===== src/rtl/ising_pkg.sv =====
// Shared types and constants for the Ising Metropolis sweep controller.
// Holds the FSM state encoding, acceptance thresholds and LFSR feedback mask.
package ising_pkg;

    typedef enum logic [1:0] {
        IDLE   = 2'd0,
        EVAL   = 2'd1,
        COMMIT = 2'd2,
        DONE   = 2'd3
    } state_t;

    localparam logic [11:0] THR_0 = 12'd4095;
    localparam logic [11:0] THR_2 = 12'd554;
    localparam logic [11:0] THR_4 = 12'd75;

    localparam int DE_W = 5;
    localparam logic signed [DE_W-1:0] E_ZERO = 5'sd0;
    localparam logic signed [DE_W-1:0] E_TWO  = 5'sd2;

    localparam logic [15:0] LFSR_TAPS = 16'hB400;

    // e is 2*dE, so only {-4,-2,0,2,4} occur; anything above 2 is the e=4 case.
    function automatic logic [11:0] accept_threshold(input logic signed [DE_W-1:0] e);
        if (e <= E_ZERO) begin
            return THR_0;
        end else if (e == E_TWO) begin
            return THR_2;
        end
        return THR_4;
    endfunction

endpackage


===== src/rtl/ising_sweep_ctrl_if.sv =====
// Host-side run control, statistics and lattice read port of the sweep controller.
// Handshake: start is a level sampled only while the controller is idle; busy/done report progress.
interface ising_sweep_ctrl_if #(
    parameter int N = 8
);
    import ising_pkg::*;

    localparam int AW = $clog2(N);
    localparam int MW = $clog2(N * N) + 2;

    logic                 start;
    logic [15:0]          num_sweeps;
    logic                 busy;
    logic                 done;
    logic [31:0]          flip_count;
    logic signed [MW-1:0] magnetization;
    logic [2*AW-1:0]      rd_addr;
    logic                 rd_spin;
    state_t               state;
    logic [15:0]          lfsr_dbg;

    modport master (
        output start, num_sweeps, rd_addr,
        input  busy, done, flip_count, magnetization, rd_spin, state, lfsr_dbg
    );

    modport slave (
        input  start, num_sweeps, rd_addr,
        output busy, done, flip_count, magnetization, rd_spin, state, lfsr_dbg
    );

endinterface


===== src/rtl/ising_lfsr16.sv =====
// 16-bit Galois LFSR (x^16+x^14+x^13+x^11+1); advances only when step is high.
module ising_lfsr16
    import ising_pkg::*;
#(
    parameter logic [15:0] SEED = 16'hACE1
) (
    input  logic        clk,
    input  logic        rst,
    input  logic        step,
    output logic [15:0] state
);

    logic [15:0] lfsr_q, lfsr_d;

    always_comb begin
        lfsr_d = lfsr_q;
        if (step) begin
            lfsr_d = {1'b0, lfsr_q[15:1]} ^ (lfsr_q[0] ? LFSR_TAPS : 16'h0000);
        end
    end

    always_ff @(posedge clk) begin
        if (rst) begin
            lfsr_q <= SEED;
        end else begin
            lfsr_q <= lfsr_d;
        end
    end

    assign state = lfsr_q;

endmodule


===== src/rtl/ising_sweep_ctrl.sv =====
// Metropolis sweep sequencer: raster-order EVAL/COMMIT over an NxN periodic lattice
// held in registers, with flip statistics and a combinational lattice read port.
module ising_sweep_ctrl
    import ising_pkg::*;
#(
    parameter int          N    = 8,
    parameter logic [15:0] SEED = 16'hACE1
) (
    input  logic               clk,
    input  logic               rst,
    ising_sweep_ctrl_if.slave  bus
);

    localparam int AW = $clog2(N);
    localparam int NN = N * N;
    localparam int MW = $clog2(NN) + 2;

    localparam logic [AW-1:0]        ONE      = AW'(1);
    localparam logic [AW-1:0]        LAST     = '1;
    localparam logic signed [MW-1:0] MAG_INIT = MW'(NN);
    localparam logic signed [MW-1:0] MAG_TWO  = MW'(2);

    state_t               state_q, state_d;
    logic [NN-1:0]        spin_q, spin_d;
    logic [AW-1:0]        row_q, row_d, col_q, col_d;
    logic [15:0]          sweep_q, sweep_d, sweeps_q, sweeps_d;
    logic                 accept_q, accept_d;
    logic [31:0]          flip_q, flip_d;
    logic signed [MW-1:0] mag_q, mag_d;

    logic        lfsr_step;
    logic [15:0] lfsr;

    ising_lfsr16 #(.SEED(SEED)) u_lfsr (
        .clk   (clk),
        .rst   (rst),
        .step  (lfsr_step),
        .state (lfsr)
    );

    logic [2*AW-1:0]       site_idx;
    logic                  s, n_up, n_dn, n_lf, n_rt;
    logic [2:0]            up_cnt;
    logic signed [DE_W-1:0] nb, e_idx;
    logic [11:0]           thr;
    logic                  accept_now;
    logic                  busy, done;

    // Power-of-two side lets plain AW-bit arithmetic provide the periodic wrap.
    always_comb begin
        site_idx   = {row_q, col_q};
        s          = spin_q[site_idx];
        n_up       = spin_q[{row_q - ONE, col_q}];
        n_dn       = spin_q[{row_q + ONE, col_q}];
        n_lf       = spin_q[{row_q, col_q - ONE}];
        n_rt       = spin_q[{row_q, col_q + ONE}];
        up_cnt     = {2'b00, n_up} + {2'b00, n_dn} + {2'b00, n_lf} + {2'b00, n_rt};
        nb         = $signed({1'b0, up_cnt, 1'b0}) - 5'sd4;
        e_idx      = s ? nb : -nb;
        thr        = accept_threshold(e_idx);
        accept_now = (lfsr[11:0] <= thr);
    end

    always_comb begin
        state_d   = state_q;
        spin_d    = spin_q;
        row_d     = row_q;
        col_d     = col_q;
        sweep_d   = sweep_q;
        sweeps_d  = sweeps_q;
        accept_d  = accept_q;
        flip_d    = flip_q;
        mag_d     = mag_q;
        lfsr_step = 1'b0;
        busy      = 1'b0;
        done      = 1'b0;

        case (state_q)
            IDLE: begin
                if (bus.start) begin
                    sweeps_d = bus.num_sweeps;
                    sweep_d  = '0;
                    state_d  = (bus.num_sweeps == 16'd0) ? DONE : EVAL;
                end
            end
            EVAL: begin
                busy      = 1'b1;
                accept_d  = accept_now;
                lfsr_step = 1'b1;
                state_d   = COMMIT;
            end
            COMMIT: begin
                busy    = 1'b1;
                state_d = EVAL;
                if (accept_q) begin
                    spin_d[site_idx] = ~s;
                    flip_d           = flip_q + 32'd1;
                    mag_d            = s ? (mag_q - MAG_TWO) : (mag_q + MAG_TWO);
                end
                col_d = col_q + ONE;
                if (col_q == LAST) begin
                    row_d = row_q + ONE;
                    if (row_q == LAST) begin
                        sweep_d = sweep_q + 16'd1;
                        if (sweep_q == sweeps_q - 16'd1) begin
                            state_d = DONE;
                        end
                    end
                end
            end
            DONE: begin
                done    = 1'b1;
                state_d = IDLE;
            end
            default: state_d = IDLE;
        endcase
    end

    always_ff @(posedge clk) begin
        if (rst) begin
            state_q  <= IDLE;
            spin_q   <= '1;
            row_q    <= '0;
            col_q    <= '0;
            sweep_q  <= '0;
            sweeps_q <= '0;
            accept_q <= 1'b0;
            flip_q   <= '0;
            mag_q    <= MAG_INIT;
        end else begin
            state_q  <= state_d;
            spin_q   <= spin_d;
            row_q    <= row_d;
            col_q    <= col_d;
            sweep_q  <= sweep_d;
            sweeps_q <= sweeps_d;
            accept_q <= accept_d;
            flip_q   <= flip_d;
            mag_q    <= mag_d;
        end
    end

    assign bus.busy          = busy;
    assign bus.done          = done;
    assign bus.flip_count    = flip_q;
    assign bus.magnetization = mag_q;
    assign bus.rd_spin       = spin_q[bus.rd_addr];
    assign bus.state         = state_q;
    assign bus.lfsr_dbg      = lfsr;

endmodule


===== src/flat_wrapper.sv =====
// flat-port wrapper written by rule: the top's interface ports become plain ports
module ising_sweep_ctrl_flat import ising_pkg::*;
#(
    parameter int          N    = 8,
    parameter logic [15:0] SEED = 16'hACE1
)
  (clk, rst, bus_start, bus_num_sweeps, bus_rd_addr, bus_busy, bus_done, bus_flip_count, bus_magnetization, bus_rd_spin, bus_state, bus_lfsr_dbg);
  ising_sweep_ctrl_if #(.N(N)) bus_i ();
  input  logic clk;
  input  logic rst;
  input wire logic [$bits(bus_i.start)-1:0] bus_start;
  input wire logic [$bits(bus_i.num_sweeps)-1:0] bus_num_sweeps;
  input wire logic [$bits(bus_i.rd_addr)-1:0] bus_rd_addr;
  output wire logic [$bits(bus_i.busy)-1:0] bus_busy;
  output wire logic [$bits(bus_i.done)-1:0] bus_done;
  output wire logic [$bits(bus_i.flip_count)-1:0] bus_flip_count;
  output wire logic [$bits(bus_i.magnetization)-1:0] bus_magnetization;
  output wire logic [$bits(bus_i.rd_spin)-1:0] bus_rd_spin;
  output wire logic [$bits(bus_i.state)-1:0] bus_state;
  output wire logic [$bits(bus_i.lfsr_dbg)-1:0] bus_lfsr_dbg;
  assign bus_i.start = bus_start;
  assign bus_i.num_sweeps = bus_num_sweeps;
  assign bus_i.rd_addr = bus_rd_addr;
  assign bus_busy = bus_i.busy;
  assign bus_done = bus_i.done;
  assign bus_flip_count = bus_i.flip_count;
  assign bus_magnetization = bus_i.magnetization;
  assign bus_rd_spin = bus_i.rd_spin;
  assign bus_state = bus_i.state;
  assign bus_lfsr_dbg = bus_i.lfsr_dbg;
  ising_sweep_ctrl #(.N(N), .SEED(SEED)) u_core (.clk(clk), .rst(rst), .bus(bus_i));
endmodule

===== config.mk =====
export PLATFORM = sky130hd
export DESIGN_NAME = ising_sweep_ctrl_flat
export DESIGN_NICKNAME = d
export VERILOG_FILES = /design/src/rtl/ising_pkg.sv /design/src/rtl/ising_sweep_ctrl_if.sv /design/src/rtl/ising_lfsr16.sv /design/src/rtl/ising_sweep_ctrl.sv /design/src/flat_wrapper.sv
export SDC_FILE = /design/constraint.sdc
export NUM_CORES = 1
export LEC_CHECK = 0
export BUFFER_PORTS_ARGS = -buffer_cell sky130_fd_sc_hd__buf_2
export CORE_MARGIN = 2
export CORE_UTILIZATION = 30
export CTS_BUF_LIST = sky130_fd_sc_hd__clkbuf_4
export DETAILED_ROUTE_END_ITERATION = 10
export HOLD_SLACK_MARGIN = 0.08
export PLACE_DENSITY = 0.45
export SYNTH_ARGS = -nofsm -noshare
export SYNTH_HDL_FRONTEND = slang
export SYNTH_HIERARCHICAL = 1
export SYNTH_SLANG_ARGS = --single-unit

===== constraint.sdc =====
create_clock -name clk -period 14.7 [get_ports clk]
set_input_delay 0 -clock clk [delete_from_list [all_inputs] [get_ports clk]]
set_output_delay 0 -clock clk [all_outputs]
set_load 0.01 [all_outputs]

==> results.yml, run 1 <==
power_and_ir_drop:
  seq_power_share_pct: 40.5
  p_int_mw: 0.7823
  p_comb_share_pct: 34.2
  switching_share_pct: 36.36
  p_per_area_mw_per_mm2: 111.0
  irDropWorstVdd_mv: 0.05102
  p_switching_mw: 0.4470
  p_clk_share_pct: 25.3
  leakage_nw: 3.712
timing:
  slew_viol_final: 0
  period_minus_slack_ps: 6372
  finalHoldViolations: 0
  rsz0062_at_grt: "no"
  fmax_mhz: 156.9
  skew_ps: 31.77
  tightest_slew_ps: 1069
  setup_tns_ps: 0
  fin_crit_sh_pct: 43.34
  setup_slack_ps: 8328
  slew_headroom_pct: 28.67
  setup-violations-final: 0
synth:
  synth-main-ff-cell: "dfxtp_1"
  yosys_warnings: 6
  synth_area_leader_cell: "dfxtp_1"
  synth_cell_types: 68
  synthCells: 1036
  async_flop_share_pct: 0
  yosysTopAreaCellShare_pct: 32.97
  ys_seq_area_share_pct: 32.97
  synth_area_mm2: 0.009714
  synth.avg_cell_area_um2: 9.377
  ys_top_cells_by_area: "dfxtp_1, mux4_2, o21ai_0"
  synth_edf_count: 0
  synth-seq-cells: 160
  syn_nets: 1095
global_route:
  grt_pass1_wl_um: 45320
  grt_max_degree: 85
  grt_usage_pct: 17.01
  first_global_vias: 8038
  gr-total-overflow: 0
  grt_antenna_before_repair: 1
placement:
  portBuffers: 84
  gp_congestion: 0.8300
  place_area_mm2: 0.01033
  dpl_worst_slack_ps: 8329
  dp_hpwl_um: 18670
floorplan:
  die_h_um: 183.9
  core.rowCount: 65
  io_pins: 86
  die_area_mm2: 0.03384
  die-width_um: 183.9
  initial_core_util_pct: 30.63
  core-area_mm2: 0.03172
clock_network:
  htree_levels: 4
  cts_buffers: 17
  cts_tree: "yes"
  cts-hold-fix-buffers: 41
  cts.sinks: 160
  cts.clk_slew.worst_paths_ps: 160
  post_cts_resized: 0
  worstSkewPairLatency_ps: 610
  cts_setup_buffers: 0
  clock_path_buffers: 2
  ctsRootBufferMaster: "clkbuf_4"
finish:
  nets: 1167
  final-seq-area_mm2: 0.003204
  layout_common_cells: "dfxtp_1, nor2_1, nand2_1, buf_2, o21ai_0"
  multi_input_area_mm2: 0.006041
  fillerInstances: 3290
  syn_to_final_growth_pct: 13.98
  layout-drive-gt1-share_pct: 18.73
  final_common_cell: "dfxtp_1"
  design_area_mm2: 0.01107
setup_path:
  crit_path_cell_trace: "inv_1 -> ha_1 -> buf_4 -> mux4_2 -> mux2_2 -> o22ai_1 -> nor4_1 -> fa_1 -> ha_1 -> inv_1 -> fa_1 -> o211ai_1 -> o31ai_1 -> ha_1 -> nand4_1 -> nor3_1 -> nand4_1 -> a311oi_1"
  slowest_delay_ps: 940
  critPathMaxFanout: 33
  critPathRequiredTime_ps: 15230
  critPathSlowestCell: "dfxtp_2"
  crit_top_cell: "ha_1"
  crit_buf_inv: 3
  cp-start-kind: "flop"
  cp_data_arrival_time_ps: 6900
  criticalPathCategory: "reg2reg"
  end_kind: "flop"
  path_delay_family: "adder cells"
detailed_routing:
  postRouteAntennaNets: 0
  dr_total_vias: 8289
  drc: 0
  drt_iter0_markers: 526
  first_pass_iters: 5
  routed_via_density: 5.439
  wl_per_cell_um: 18.18
  routed_wl_um: 27710
run:
  cap_viol_max_count: 0
hold_path:
  hold_class: "in2reg"
run_status:
  outcome: "finished, final reports clean"
==> cell families after synthesis <==
group	after synthesis	share of synthesized area, %
multiplexers	112	19.37
buffers and inverters	108	4.933
flip-flops	160	32.97
XOR/XNOR	66	5.951
AND/OR/NAND/NOR	303	14.99
adder cells (fa/ha/maj)	34	4.611
AO/OA/AOI/OAI	252	17.13
other	1	0.03860
==> worst min-delay path: stages <==
cell           delay (ps)
dlygate4sd3_1         530
buf_2                 140
nand2_1                50
o21ai_0                70
a221oi_1               80
==> per-layer routing <==
layer  GRT usage (%)  up-vias  part of all wire, %
li1                -     4054                    -
met1           22.46     4050                   46
met2           27.73      165                   48
met3           4.378       20                  5.3
met4           4.224        0                  1.3
met5               0        -                    0
==> area by class of cell <==
type	instances	area share [%]
Clock buffer	19	1.288
Sequential cell	160	28.94
Antenna cell	1	0.02260
Inverter	29	0.9832
Clock inverter	13	1.684
Timing Repair Buffer	132	7.978
Multi-Input combinational cell	768	54.56
Tap cell	402	4.543
==> state kept, by name, indices dropped and copies added (netlist names) <==
register / flops
u_core/row_q: 3
u_core/accept_q: 1
u_core/bus.flip_count: 32
u_core/sweeps_q: 16
u_core/u_lfsr/state: 16
u_core/bus.state: 2
u_core/sweep_q: 16
u_core/col_q: 3
u_core/spin_q: 64
u_core/bus.magnetization: 7
==> synth_stat cells (all sizes together), types with 21 or more instances <==
| master | instances |
|---|---|
| nand3 | 26 |
| nor2 | 87 |
| inv | 28 |
| buf | 32 |
| nand2 | 85 |
| ha | 31 |
| o311ai | 64 |
| o21ai | 84 |
| clkbuf | 47 |
| xnor2 | 38 |
| nand4 | 21 |
| mux2i | 35 |
| mux4 | 59 |
| dfxtp | 160 |
| xor2 | 28 |
| a21oi | 45 |
==> through the flow <==
stage | util, % | total power [mW] | hold slack, ps | instances
after CTS | 34.90 | 1.250 | 276.4 | 1523
after detailed placement | 32.57 | 0.9137 | 262.7 | 1450
final | 34.91 | 1.229 | 339.5 | 1524
after global placement | 32.57 | 0.9110 | 259.5 | 1450
after global routing | 34.91 | 1.323 | 337.3 | 1524
after floorplan | - | 0.8258 | 136.0 | 1036
==> power groups by stage <==
stage	sequential (mW)	clock, mW	combinational (mW)
6_report	0.498	0.311	0.420
5_1_grt	0.504	0.345	0.474
4_1_cts	0.499	0.326	0.425
3_5_place_dp	0.508	0	0.405
3_3_place_gp	0.509	0	0.402
2_1_floorplan	0.501	0	0.324
==> final timing paths <==
kind	from	to	slack (ps)	cells past startpoint
worst max-delay path	u_core/col_q[1]	u_core/accept_q	8330	18
worst max register to register	u_core/col_q[1]	u_core/accept_q	8330	18
worst min-delay path	bus_start	u_core/bus.state[1]	340	5
worst min register to register	u_core/bus.magnetization[5]	u_core/bus.magnetization[5]	490	2
Note: power is estimated with default switching activity, not from simulation.
==> inputs of run 2 (changes only) <==
- PLACE_DENSITY: 0.45 -> 0.46
- clock period: 14.7 -> 5.5 ns (I/O delays scaled with it)
==> run 2 against run 1 <==
Net effect:
- global-route usage is 0.23 points higher
- routed wire length is 1.7% higher
- worst hold slack better by 24 ps
==> results.yml, run 2 (synthesized netlist as in run 1, its figures left out) <==
timing:
  tightest_slew_ps: 795.6
  setup-violations-final: 0
  skew_ps: 27.19
  setup_slack_ps: 351.9
  setup_tns_ps: 0
  fmax_mhz: 194.2
  rsz0062_at_grt: "no"
  slew_headroom_pct: 46.90
  finalHoldViolations: 0
  slew_viol_final: 0
  period_minus_slack_ps: 5148
  fin_crit_sh_pct: 93.60
placement:
  placed_cells: 1470
  dpl_worst_slack_ps: 270.8
  gp_congestion: 0.8658
  portBuffers: 84
  dp_hpwl_um: 19390
clock_network:
  cts_buffers: 17
  clock_path_buffers: 2
  htree_levels: 4
  cts_setup_buffers: 0
  worstSkewPairLatency_ps: 610
  cts_tree: "yes"
  cts.clk_slew.worst_paths_ps: 150
  cts.sinks: 160
  ctsRootBufferMaster: "clkbuf_4"
hold_path:
  hold_class: "in2reg"
global_route:
  gr-total-overflow: 0
  grt_antenna_before_repair: 1
  first_global_vias: 8238
  grt_max_degree: 56
  grt_pass1_wl_um: 45930
  grt_usage_pct: 17.24
power_and_ir_drop:
  p_int_mw: 2.045
  p_switching_mw: 1.227
  irDropWorstVdd_mv: 0.2221
  seq_power_share_pct: 40.5
  p_per_area_mw_per_mm2: 289.7
  p_clk_share_pct: 22.9
  p_comb_share_pct: 36.6
  switching_share_pct: 37.51
  leakage_nw: 3.852
finish:
  largest_reg_flops: 64
  final_common_cell: "dfxtp_1"
  regMostFlops: "u_core/spin_q"
  layout-drive-gt1-share_pct: 19.91
  syn_to_final_growth_pct: 16.27
  final_cells: 1554
  layout_common_cells: "dfxtp_1, nor2_1, nand2_1, buf_2, o21ai_0"
  nets: 1197
floorplan:
  die-width_um: 183.9
  core.rowCount: 65
  io_pins: 86
  core-area_mm2: 0.03172
  initial_core_util_pct: 30.63
  die_h_um: 183.9
  die_area_mm2: 0.03384
setup_path:
  cp-start-kind: "flop"
  end_kind: "flop"
  critPathMaxFanout: 19
  cp_data_arrival_time_ps: 5670
  critPathRequiredTime_ps: 6020
  criticalPathCategory: "reg2reg"
detailed_routing:
  first_pass_iters: 5
  dr_total_vias: 8504
  routed_wl_um: 28170
  postRouteAntennaNets: 0
  drt_iter0_markers: 452
  wl_per_cell_um: 18.13
  drc: 0
  routed_via_density: 5.472
run_status:
  outcome: "finished, final reports clean"
run:
  cap_viol_max_count: 0
run 2: metrics by stage:
step / instance area, um^2 / util [%] / total power, mW / hold WS [ps]
6_report: 11290 / 35.61 / 3.272 / 363.6
5_1_grt: 11290 / 35.60 / 3.503 / 374.9
4_1_cts: 11280 / 35.57 / 3.318 / 300.0
3_5_place_dp: 10490 / 33.08 / 2.485 / 261.4
3_3_place_gp: 10490 / 33.08 / 2.482 / 260.8
2_1_floorplan: 9718 / - / 2.209 / 136.0
run 2: cell type report:
cell class	instances	area [um^2]
Fill cell	3290	20420
Multi-Input combinational cell	768	6043
Timing Repair Buffer	162	1150
Tap cell	402	503.0
Clock buffer	17	127.6
Inverter	29	108.9
Clock inverter	14	152.6
Sequential cell	160	3204
Antenna cell	2	5.005
run 2: power groups by stage:
stage          Clock, mW  Sequential, mW  Combinational, mW
6_report           0.750            1.32               1.20
5_1_grt            0.831            1.34               1.33
4_1_cts            0.789            1.33               1.20
3_5_place_dp           0            1.35               1.13
3_3_place_gp           0            1.35               1.13
2_1_floorplan          0            1.34              0.869
run 2: critical path, stage by stage (launching register included):
cell and delay [ps]:
dfxtp_2 410, inv_1 90, ha_1 340, buf_12 190
mux4_2 510, mux2_2 280, o22ai_1 200, nor4_1 110
fa_1 480, ha_1 380, inv_1 70, fa_1 480
o211ai_1 180, o31ai_1 90, buf_4 170, ha_1 280
nand4_1 120, nor3_1 280, nand4_1 130, a311oi_1 260
run 2: worst paths after layout:
check                                            startpoint                           to  slack, ps  cells after the start
worst max register to register              u_core/col_q[1]              u_core/accept_q        350                     19
worst min-delay path                              bus_start          u_core/bus.state[0]        360                      4
worst min register to register  u_core/bus.magnetization[4]  u_core/bus.magnetization[4]        480                      2
worst max-delay path                        u_core/col_q[1]              u_core/accept_q        350                     19
run 2: routing by layer:
layer  vias up  track usage (%)  part of all wire (%)
li1       4099                -                     -
met1      4163            23.24                    46
met2       205            26.97                    47
met3        37            3.487                   4.9
met4         0            7.008                   2.8
met5         -                0                     0
run 2: repair_timing:
action | in CTS | in global routing
gates resized for setup | 0 | 2
endpoints found under the setup margin | 0 | 1
hold buffers | 51 | 0
hold endpoints to repair | 29 | 0
==> inputs of run 3 (changes only) <==
==> constraint.sdc (replaced) <==
create_clock -name clk -period 5.5 [get_ports clk]
set_input_delay 0.275 -clock clk [delete_from_list [all_inputs] [get_ports clk]]
set_output_delay 0.275 -clock clk [all_outputs]
set_load 0.01 [all_outputs]
==> run 3 against run 2 <==
Net effect:
- sequential power is essentially flat
- clock power about the same
- global-route usage fell by 0.12 points
- routed wire length fell by 0.57%
- register-to-register slack about the same
- largest power group unchanged
==> results.yml, run 3 (synthesized netlist as in run 1, its figures left out) <==
clock_network:
  cts_buffers: 17
  htree_levels: 4
  clock_path_buffers: 2
  cts_tree: "yes"
  cts_setup_buffers: 0
  cts.sinks: 160
  ctsRootBufferMaster: "clkbuf_4"
  worstSkewPairLatency_ps: 610
  cts.clk_slew.worst_paths_ps: 150
setup_path:
  criticalPathCategory: "reg2reg"
  path_delay_family: "adder cells"
  crit_buf_inv: 3
  critPathMaxFanout: 15
  end_kind: "flop"
  cp_data_arrival_time_ps: 5680
  crit_path_start: "u_core/col_q[1]"
  crit_path_cell_trace: "buf_6 -> mux4_2 -> mux2_2 -> nor2_1 -> a21oi_1 -> mux4_2 -> fa_1 -> ha_1 -> inv_1 -> fa_1 -> o211ai_1 -> o31ai_1 -> buf_4 -> ha_1 -> nand4_1 -> nor3_1 -> nand4_1 -> a311oi_1"
  cp-start-kind: "flop"
  rrSetupSlack_ps: 340
  reg2reg_from: "u_core/col_q[1]"
  slowest_delay_ps: 520
  critPathSlowestCell: "mux4_2"
  critPathRequiredTime_ps: 6020
finish:
  layout-drive-gt1-share_pct: 20.52
  syn_to_final_growth_pct: 12.76
  regMostFlops: "u_core/spin_q"
  nets: 1163
  layout_common_cells: "dfxtp_1, nor2_1, nand2_1, buf_2, o21ai_0"
  final-seq-area_mm2: 0.003204
  largest_reg_flops: 64
  fillerInstances: 3311
  utilization_pct: 34.54
  final_cells: 1520
  multi_input_area_mm2: 0.006043
  final_common_cell: "dfxtp_1"
timing:
  skew_ps: 26.74
  slew_headroom_pct: 46.07
  finalHoldViolations: 0
  slew_viol_final: 0
  fin_crit_sh_pct: 93.73
  period_minus_slack_ps: 5155
  setup-violations-final: 0
  rsz0062_at_grt: "no"
  setup_tns_ps: 0
  fmax_mhz: 194.0
  tightest_slew_ps: 806.9
power_and_ir_drop:
  p_per_area_mw_per_mm2: 293.1
  leakage_nw: 3.704
  irDropWorstVdd_mv: 0.2219
detailed_routing:
  routed_via_density: 5.507
  first_pass_iters: 4
  dr_total_vias: 8371
  routed_wl_um: 28010
  drt_iter0_markers: 502
  wl_per_cell_um: 18.43
  drc: 0
  postRouteAntennaNets: 0
global_route:
  grt_antenna_before_repair: 1
  grt_max_degree: 56
  gr-total-overflow: 0
  grt_usage_pct: 17.13
  first_global_vias: 8072
  grt_pass1_wl_um: 45490
placement:
  placed_cells: 1470
  gp_congestion: 0.8658
  portBuffers: 84
  dp_hpwl_um: 19390
run:
  cap_viol_max_count: 0
floorplan:
  initial_core_util_pct: 30.63
  core-area_mm2: 0.03172
  core.rowCount: 65
  die_area_mm2: 0.03384
  die_h_um: 183.9
  die-width_um: 183.9
  io_pins: 86
run_status:
  outcome: "finished, final reports clean"
hold_path:
  hold_class: "in2reg"
  hp-start: "rst"
[run 3: cell count changes in the layout (fill, tap and decap cells not counted), sizes merged]
cell	change
dlygate4sd3	-34
[run 3: timing repair]
item                                   4_1_cts  5_1_grt
endpoints found under the hold margin       18        0
setup endpoints to repair                    0        1
hold buffers                                17        0
gates resized for setup                      0        2
[run 3: final cells by class]
class,count,area share [%]
Clock buffer,17,1.165
Antenna cell,2,0.04569
Sequential cell,160,29.25
Inverter,29,0.9937
Clock inverter,14,1.393
Timing Repair Buffer,128,7.390
Tap cell,402,4.592
Multi-Input combinational cell,768,55.17
[run 3: routing by layer]
layer	GRT usage [%]	wire, um	vias to the layer above	share of wire [%]
met4	6.944	800	0	2.9
met3	3.546	1347	41	4.8
met1	23.21	12890	4104	46
li1	-	-	4036	-
met2	26.58	12980	190	46
met5	0	0	-	0
[run 3: worst paths after layout]
kind	end	depth (start not counted)
max	u_core/accept_q	18
min	u_core/bus.flip_count[4]	2
max reg2reg	u_core/accept_q	18
min reg2reg	u_core/bus.magnetization[4]	2
[run 3: per-stage QoR]
stage	power, mW	setup slack [ps]	hold slack [ps]	instance area [um^2]
final	3.210	344.7	157.3	10950
after global routing	3.440	7.440	129.3	10950
after CTS	3.262	231.0	109.0	10940
after detailed placement	2.485	270.8	468.7	10490
after global placement	2.482	393.7	462.6	10490
after floorplan	2.209	182.1	411.0	9718
[run 3: report_power, final]
group          switching [mW]  internal, mW  leakage, nW  total (mW)
logic                   0.648         0.488         2.26        1.14
clock network           0.475         0.275        0.151       0.750
registers              0.0927          1.23         1.30        1.32
